$ cat src/rtl/mcpu_ctrl_pkg.sv
// mcpu_ctrl_pkg: opcodes, state encoding and datapath select constants for the multicycle MIPS control
package mcpu_ctrl_pkg;
  localparam logic [5:0] OP_RTYPE = 6'b000000;
  localparam logic [5:0] OP_J     = 6'b000010;
  localparam logic [5:0] OP_BEQ   = 6'b000100;
  localparam logic [5:0] OP_BNE   = 6'b000101;
  localparam logic [5:0] OP_ADDI  = 6'b001000;
  localparam logic [5:0] OP_SLTI  = 6'b001010;
  localparam logic [5:0] OP_ANDI  = 6'b001100;
  localparam logic [5:0] OP_ORI   = 6'b001101;
  localparam logic [5:0] OP_LW    = 6'b100011;
  localparam logic [5:0] OP_SW    = 6'b101011;
  localparam logic [3:0] S_FETCH    = 4'd0;
  localparam logic [3:0] S_DECODE   = 4'd1;
  localparam logic [3:0] S_MEM_ADDR = 4'd2;
  localparam logic [3:0] S_MEM_RD   = 4'd3;
  localparam logic [3:0] S_MEM_WB   = 4'd4;
  localparam logic [3:0] S_MEM_WR   = 4'd5;
  localparam logic [3:0] S_R_EXEC   = 4'd6;
  localparam logic [3:0] S_R_WB     = 4'd7;
  localparam logic [3:0] S_BRANCH   = 4'd8;
  localparam logic [3:0] S_I_EXEC   = 4'd9;
  localparam logic [3:0] S_I_WB     = 4'd10;
  localparam logic [3:0] S_JUMP     = 4'd11;
  localparam logic [1:0] PC_ALU    = 2'b00;
  localparam logic [1:0] PC_ALUOUT = 2'b01;
  localparam logic [1:0] PC_JUMP   = 2'b10;
  localparam logic [1:0] SRCB_B      = 2'b00;
  localparam logic [1:0] SRCB_FOUR   = 2'b01;
  localparam logic [1:0] SRCB_IMM    = 2'b10;
  localparam logic [1:0] SRCB_IMM_SH = 2'b11;
  localparam logic [1:0] ALU_ADD   = 2'b00;
  localparam logic [1:0] ALU_SUB   = 2'b01;
  localparam logic [1:0] ALU_FUNCT = 2'b10;
  localparam logic [1:0] ALU_OPC   = 2'b11;
  typedef struct packed {
    logic mem;
    logic rtype;
    logic branch;
    logic itype;
    logic jump;
    logic illegal;
  } op_class_t;
endpackage

$ cat src/rtl/ctrl_opclass.sv
// ctrl_opclass: classifies an opcode into one-hot instruction classes plus a logical-immediate flag
module ctrl_opclass
  import mcpu_ctrl_pkg::*;
#(
  parameter int OPW = 6
) (
  input  logic [OPW-1:0] opcode,
  output op_class_t      cls,
  output logic           is_logic_imm
);
  // exactly one class bit is set; anything unrecognised lands in illegal
  always_comb begin
    cls = '0;
    cls.mem = opcode == OP_LW || opcode == OP_SW;
    cls.rtype = opcode == OP_RTYPE;
    cls.branch = opcode == OP_BEQ || opcode == OP_BNE;
    cls.itype = opcode == OP_ADDI || opcode == OP_ANDI || opcode == OP_ORI || opcode == OP_SLTI;
    cls.jump = opcode == OP_J;
    cls.illegal = ~(cls.mem | cls.rtype | cls.branch | cls.itype | cls.jump);
    is_logic_imm = opcode == OP_ANDI || opcode == OP_ORI;
  end
endmodule

$ cat src/rtl/multicycle_ctrl.sv
// multicycle_ctrl: main multicycle MIPS control FSM; IMM_ZERO_EXT_EN enables zero-extension for andi/ori
module multicycle_ctrl
  import mcpu_ctrl_pkg::*;
#(
  parameter int OPW = 6,
  parameter int STW = 4
) (
  input  logic           clk,
  input  logic           rst,
  input  logic [OPW-1:0] opcode,
  input  logic           alu_zero,
  input  logic           mem_ready,
  output logic           mem_req,
  output logic           mem_write,
  output logic           i_or_d,
  output logic           ir_write,
  output logic           pc_en,
  output logic [1:0]     pc_source,
  output logic           alu_src_a,
  output logic [1:0]     alu_src_b,
  output logic [1:0]     alu_op,
  output logic           ext_zero,
  output logic           reg_dst,
  output logic           mem_to_reg,
  output logic           reg_write,
  output logic           illegal_op,
  output logic [STW-1:0] state_o
);
`ifdef IMM_ZERO_EXT_EN
  localparam logic ZEXT = 1'b1;
`else
  localparam logic ZEXT = 1'b0;
`endif
  logic [STW-1:0] state, next;
  op_class_t cls;
  logic logic_imm;
  ctrl_opclass #(.OPW(OPW)) u_opclass (
    .opcode      (opcode),
    .cls         (cls),
    .is_logic_imm(logic_imm)
  );
  assign state_o = state;
  // state register
  always_ff @(posedge clk)
    state <= rst ? S_FETCH : next;
  // next-state: memory states wait on mem_ready, decode dispatches on opcode class
  always_comb begin
    next = S_FETCH;
    case (state)
      S_FETCH:    next = mem_ready ? S_DECODE : S_FETCH;
      S_DECODE:   next = cls.mem ? S_MEM_ADDR : cls.rtype ? S_R_EXEC : cls.branch ? S_BRANCH :
                         cls.itype ? S_I_EXEC : cls.jump ? S_JUMP : S_FETCH;
      S_MEM_ADDR: next = opcode == OP_LW ? S_MEM_RD : S_MEM_WR;
      S_MEM_RD:   next = mem_ready ? S_MEM_WB : S_MEM_RD;
      S_MEM_WR:   next = mem_ready ? S_FETCH : S_MEM_WR;
      S_R_EXEC:   next = S_R_WB;
      S_I_EXEC:   next = S_I_WB;
      default:    next = S_FETCH;
    endcase
  end
  // datapath controls decoded from the registered state; all forced low during reset
  always_comb begin
    mem_req = 1'b0;
    mem_write = 1'b0;
    i_or_d = 1'b0;
    ir_write = 1'b0;
    pc_en = 1'b0;
    pc_source = PC_ALU;
    alu_src_a = 1'b0;
    alu_src_b = SRCB_B;
    alu_op = ALU_ADD;
    ext_zero = 1'b0;
    reg_dst = 1'b0;
    mem_to_reg = 1'b0;
    reg_write = 1'b0;
    illegal_op = 1'b0;
    if (!rst)
      case (state)
        S_FETCH: begin
          mem_req = 1'b1;
          alu_src_b = SRCB_FOUR;
          ir_write = mem_ready;
          pc_en = mem_ready;
        end
        S_DECODE: begin
          alu_src_b = SRCB_IMM_SH;
          ext_zero = ZEXT & logic_imm;
          illegal_op = cls.illegal;
        end
        S_MEM_ADDR: begin
          alu_src_a = 1'b1;
          alu_src_b = SRCB_IMM;
        end
        S_MEM_RD: begin
          mem_req = 1'b1;
          i_or_d = 1'b1;
        end
        S_MEM_WB: begin
          reg_write = 1'b1;
          mem_to_reg = 1'b1;
        end
        S_MEM_WR: begin
          mem_req = 1'b1;
          mem_write = 1'b1;
          i_or_d = 1'b1;
        end
        S_R_EXEC: begin
          alu_src_a = 1'b1;
          alu_op = ALU_FUNCT;
        end
        S_R_WB: begin
          reg_write = 1'b1;
          reg_dst = 1'b1;
        end
        S_BRANCH: begin
          alu_src_a = 1'b1;
          alu_op = ALU_SUB;
          pc_source = PC_ALUOUT;
          pc_en = opcode == OP_BEQ ? alu_zero : ~alu_zero;
        end
        S_I_EXEC: begin
          alu_src_a = 1'b1;
          alu_src_b = SRCB_IMM;
          alu_op = ALU_OPC;
          ext_zero = ZEXT & logic_imm;
        end
        S_I_WB: reg_write = 1'b1;
        S_JUMP: begin
          pc_source = PC_JUMP;
          pc_en = 1'b1;
        end
        default: ;
      endcase
  end
endmodule

$ cat config.mk
export PLATFORM = sky130hd
export DESIGN_NAME = multicycle_ctrl
export DESIGN_NICKNAME = d
export VERILOG_FILES = /design/src/rtl/mcpu_ctrl_pkg.sv /design/src/rtl/ctrl_opclass.sv /design/src/rtl/multicycle_ctrl.sv
export SDC_FILE = /design/constraint.sdc
export NUM_CORES = 1
export LEC_CHECK = 0
export ABC_CLOCK_PERIOD_IN_PS = 2500
export CORE_MARGIN = 10
export CORE_UTILIZATION = 42
export DETAILED_ROUTE_END_ITERATION = 10
export GPL_ROUTABILITY_DRIVEN = 0
export PLACE_DENSITY = 0.83
export SYNTH_ARGS = -nofsm -noshare
export SYNTH_HDL_FRONTEND = slang
export SYNTH_SLANG_ARGS = --single-unit
$ cat constraint.sdc
create_clock -name clk -period 2.5 [get_ports clk]
set_input_delay 0.5 -clock clk [delete_from_list [all_inputs] [get_ports clk]]
set_output_delay 0.5 -clock clk [all_outputs]
set_load 0.01 [all_outputs]
* Word-level counts from Yosys, hierarchy flattened
Index checks and enable logic that the tools add are counted.
** Word-level totals
- Register bits after elaboration :: 4
- Latch bits :: 0
- Memory bits (writable) :: 0
- Bits in read-only memories :: 0
- Bits of input ports :: 10
- Word-level logic and storage cells :: 76
- Memories kept :: 0
** Operators by class
- $add $sub $neg :: 0
- Multipliers :: 0
- Div/mod/pow operators :: 0
- Magnitude comparators :: 0
- Equal/unequal tests :: 20
- Shifts and indexed selects :: 0
- Muxes and demuxes :: 37
- Bitwise operators :: 6
- Reductions and logical operators :: 12
** Operators with widths (count)
- $pmux 4 s7 :: 1
- $eq 6x4->1 const B :: 4
- $mux 1 :: 21
- $mux 4 :: 5
- $eq 4x3->1 const B :: 4
- $eq 4x4->1 const B :: 4
- $eq 6x3->1 const B :: 2
- $eq 6x6->1 const B :: 2
- $pmux 2 s3 :: 2
- $mux 3 :: 3
- $eq 4x2->1 const B :: 2
- $eq 6x2->1 const B :: 1
- $logic_not 6->1 :: 1
- $mux 2 :: 3
- $reduce_or 3->1 :: 2
- $logic_or 1x1->1 :: 5
- $eq 4x1->1 const B :: 1
- $logic_not 4->1 :: 1
- $or 1x1->1 :: 4
- $pmux 2 s2 :: 1
- $reduce_or 2->1 :: 2
- $reduce_or 4->1 :: 1
- $pmux 1 s3 :: 1
- $not 1->1 :: 2

* Logic depth before layout (Yosys ltp)
Gate-level depths: netlist (run 1).
- Word-level depth :: 9
- Gate-level depth with buffers :: 6
- Gate-level depth less buffers :: 4

* Hierarchy
From an unflattened synthesis (run 1), not the netlist that was laid out.
** Second synthesis, totals
- Cells, all modules :: 100
- Area total of the unflattened synthesis :: 701.9 um2
** By module, submodules not included
- multicycle_ctrl :: times used 1, cells each 89, area each 590.6 um2, sequential area each 80.1 um2
- ctrl_opclass :: times used 1, cells each 11, area each 111.4 um2, sequential area each 0.0 um2

* Worst setup path after synthesis (run 1)
No wires, ideal clock.
- Kind :: in2out
- From :: input rst
- To :: output pc_en
- Arrival time :: 1419 ps
- Data required time :: 2000 ps
- Path slack :: 581 ps
- Cell stages on the path :: 3
- Cell sequence :: clkbuf_1 > nor4_1 > a22o_1
** Between the ends
- Cells in the longest elaborated chain, start to end :: 1
** RTL lines
- from (decl) :: line multicycle_ctrl.sv:9 : input logic rst,
- $mux 1 :: line multicycle_ctrl.sv:77 : if (!rst)
- to (decl) :: line multicycle_ctrl.sv:17 : output logic pc_en,
Every way passes these cells.

* Final worst setup path (run 1)
- From :: input rst
- To :: output pc_source[0]
** Between the ends
- Cells in the longest elaborated chain, start to end :: 1
** RTL lines
- $mux 2 :: line multicycle_ctrl.sv:77
- to (decl) :: line multicycle_ctrl.sv:18 : output logic [1:0] pc_source,
Every way passes these cells.

==> results of run 1 <==
power by group:
group / switching (mW) / internal, mW
logic: 0.0456 / 0.0508
registers: 0.00411 / 0.0659
clock network: 0.0285 / 0.0538
cells in the mapped netlist, types with 2 or more instances:
library cell / n / share of area (%)
sky130_fd_sc_hd__nand3_1: 6 / 4.8
sky130_fd_sc_hd__nor2_1: 13 / 7.8
sky130_fd_sc_hd__nor3_1: 6 / 4.8
sky130_fd_sc_hd__nor4_1: 6 / 6.0
sky130_fd_sc_hd__a31oi_1: 2 / 2.0
sky130_fd_sc_hd__buf_2: 4 / 3.2
sky130_fd_sc_hd__o21bai_1: 2 / 2.4
sky130_fd_sc_hd__o21ai_0: 3 / 2.4
sky130_fd_sc_hd__xor2_1: 2 / 2.8
sky130_fd_sc_hd__a21oi_1: 5 / 4.0
sky130_fd_sc_hd__o22a_1: 2 / 2.8
sky130_fd_sc_hd__dfxtp_1: 4 / 13
sky130_fd_sc_hd__mux2_2: 2 / 3.6
sky130_fd_sc_hd__nand2_1: 4 / 2.4
sky130_fd_sc_hd__nand3b_1: 2 / 2.4
sky130_fd_sc_hd__nand2b_1: 5 / 5.0
sky130_fd_sc_hd__clkbuf_1: 4 / 2.4
sky130_fd_sc_hd__inv_1: 2 / 1.2
routing by layer:
layer	part of all wire (%)	track usage (%)	up-vias
li1	-	-	421
met1	40	12.6	369
met2	53	24.4	33
met3	6.2	4.29	2
met5	0	0	-
met4	0.63	5.37	0
worst max-delay path: cells and delay by family:
kind	cells	cell delay (ps)
buffers and inverters	3	1190
and+or+nand+nor	1	330
worst paths after layout:
kind	startpoint	end
max	rst	pc_source[0]
min	state_o[2]	state_o[0]
max reg2reg	state_o[1]	state_o[0]
min reg2reg	state_o[2]	state_o[0]
logic make-up after synthesis:
family | share of synthesized area [%]
simple gates | 44.9
compound gates | 25.5
buf+inv | 9.82
flops | 12.8
xor+xnor | 2.81
mux | 3.61
other cells | 0.601
what timing repair did:
item	in CTS	in global routing
pin swaps	2	0
setup buffers	1	0
cloned	0	0
hold endpoints to repair	0	0
endpoints found under the setup margin	6	9
resized for setup	12	10
cell type report:
class / instances / area (sq um)
multi-input cells: 77 / 489
clock buffers: 3 / 22.5
fillers: 111 / 294
repair buffers: 47 / 434
flip-flops and latches: 4 / 83.8
well taps: 15 / 18.8
inverters: 2 / 7.51
per-stage QoR:
step | util (%) | hold slack (ps)
6_report | 78.2 | 626
5_1_grt | 78.2 | 673
4_1_cts | 76.6 | 658
3_5_place_dp | 74.6 | 647
3_3_place_gp | 74.6 | 641
2_1_floorplan | - | 616
==> summary.md, run 1 <==
| Metric | Value |
|---|---|
| Outcome | `finished with violations` |
| Violations in the final reports | `negative setup slack` |
| Sort of element at the start of the critical path | `input pin` |
| Dpl hpwl | `1.73 mm` |
| Clock sink count | `4` |
| Final setup violation count | `1` |
| Via count normalized by instance count | `~5.6` |
| Worst clock skew | `around 5.7 ps` |
| Total detailed-routing wirelength | `2.22 mm` |
| Average size of a mapped cell | `approximately 6.7 sq um` |
| Post-layout worst setup margin | `-15.5 ps` |
| Cts-stage hold buffer count | `0` |
| Peak ir drop on the vdd network | `0.206 mV` |
| Avg WL per Cell | `about 15 um` |
| Final-report max-slew violation count | `0` |
| Sequential fraction of the synthesis area | `between 10% and 20%` |
| Most common library cell in the layout ignoring fill and taps | `sky130_fd_sc_hd__buf_4` |
| Pin count of the biggest net entering global routing | `17` |
| Number of flip-flops under the largest register name | `4` |
| Post-route standard cell area excluding fillers | `roughly 1100 sq um` |
| CP peak stage delay | `approximately 540 ps` |
| Setup slack on the worst flop-to-flop path | `between 1000 and 1500 ps` |
| Number of nets in the synthesized netlist | `103` |
| Number of primary I/O pins | `31` |
| Area of the die | `~3400 sq um` |
| Clock-pin slew of the registers on the worst-case setup and hold paths | `approximately 30 ps` |
| Placed instance area | `between 1000 and 1500 sq um` |
| Number of standard cells in the final layout excluding fillers | `approximately 150` |
| Fraction of registers with async set or reset after synthesis | `0%` |
| Root buffer cell | `sky130_fd_sc_hd__clkbuf_4` |
| Deepest level of the CTS H-tree | `1` |
| Main flop type after synthesis | `sky130_fd_sc_hd__dfxtp_1` |
| Number of synthesized flops with an enable pin | `0` |
| Final Critical Period | `about 2500 ps` |
| Share of cells above drive strength 1 | `about 25%` |
| Data required time at the worst endpoint | `~2000 ps` |
| Maximum buffer depth of the clock tree | `2` |
| P&R area growth vs syn | `69.1%` |
| Setup slack after placement | `-288 ps` |
| Depth of the worst hold-timing path | `3` |
| Endpoint arrival time on the critical path | `around 2000 ps` |
| Flops & latches, synth | `4` |
| Highest clock rate | `398 MHz` |
| Setup repair after global routing missed its margin | `true` |
| Critical path cell sequence | `clkdlybuf4s50_1 -> nor4_2 -> buf_4 -> clkdlybuf4s50_1` |
| Power per standard cell area | `between 200 and 250 nW/um^2` |
| Antenna Violating Nets Remaining | `0` |
| Reg2Reg Depth | `5` |
| Total clock buffers created by CTS | `3` |
| Leakage Power | `0.522 nW` |
| Crit share post-route | `101%` |
| GRT Total Usage | `a little over an eighth` |
| Mapped Area | `about 620 sq um` |
| Number of antenna violations at the first check in global routing | `0` |
| Die boundary width | `58.6 um` |
| Worst Setup End Kind | `output port` |
| Core Box Area | `1350 sq um` |
| Critical-path maximum fanout | `4` |
| Row count | `13` |
| Post-synthesis cell type count | `37` |
| Length of the first detailed-routing pass in iterations | `4` |
| Highest-count cells in the layout ignoring fill and taps | `sky130_fd_sc_hd__buf_4, sky130_fd_sc_hd__nor2_1, sky130_fd_sc_hd__clkdlybuf4s50_1, sky130_fd_sc_hd__dlygate4sd2_1, sky130_fd_sc_hd__dlymetal6s2s_1` |
| Placed Instances | `roughly 140` |
| First-pass GRT wire length | `between 3 and 4 mm` |
| Classification of the worst-slack hold path | `reg2reg` |
| CTS tree | `built` |
| DRC violation count after routing | `0` |
| Overall die height | `just under 60 um` |
| Aggregate global routing overflow | `0` |
| Number of vias after detailed routing | `between 800 and 900` |
| Diodes inserted | `0` |
| Slowest library cell on the worst path | `sky130_fd_sc_hd__clkdlybuf4s50_1` |
| Buffers on Ports | `29` |
| Final sum of negative setup slack | `-15.5 ps` |
| Max-cap viol count | `0` |
| Most used cell, CP | `sky130_fd_sc_hd__clkdlybuf4s50_1` |
| Number of instances in the synthesized netlist | `93` |
| Total power after layout | `249 uW` |
| Synth warnings | `0` |
| Layout net count | `around 150` |
| Effective utilization at floorplan | `~46%` |
| Number of endpoints with negative hold slack in the final report | `0` |
| Worst setup path category | `in2out` |
| Vias in the first global route | `slightly above 800` |
| Clk_lat worst skew | `240 ps` |
| Violation count after the first detailed-route iteration | `12` |
Power figures use the tool's default switching activity.
==> run 2, diff against run 1 <==
--- a/config.mk
+++ b/config.mk
@@ -11,6 +11,7 @@
 export DETAILED_ROUTE_END_ITERATION = 10
 export GPL_ROUTABILITY_DRIVEN = 0
 export PLACE_DENSITY = 0.83
+export SLEW_MARGIN = 20
 export SYNTH_ARGS = -nofsm -noshare
 export SYNTH_HDL_FRONTEND = slang
 export SYNTH_SLANG_ARGS = --single-unit
==> results of run 2 <==
Final layout, timing and power as in run 1 (identical DEF).
==> run 3, diff against run 2 <==
--- a/config.mk
+++ b/config.mk
@@ -8,6 +8,7 @@
 export ABC_CLOCK_PERIOD_IN_PS = 2500
 export CORE_MARGIN = 10
 export CORE_UTILIZATION = 42
+export CTS_CLUSTER_DIAMETER = 100
 export DETAILED_ROUTE_END_ITERATION = 10
 export GPL_ROUTABILITY_DRIVEN = 0
 export PLACE_DENSITY = 0.83
==> results of run 3 <==
Final layout, timing and power as in run 1 (identical DEF).
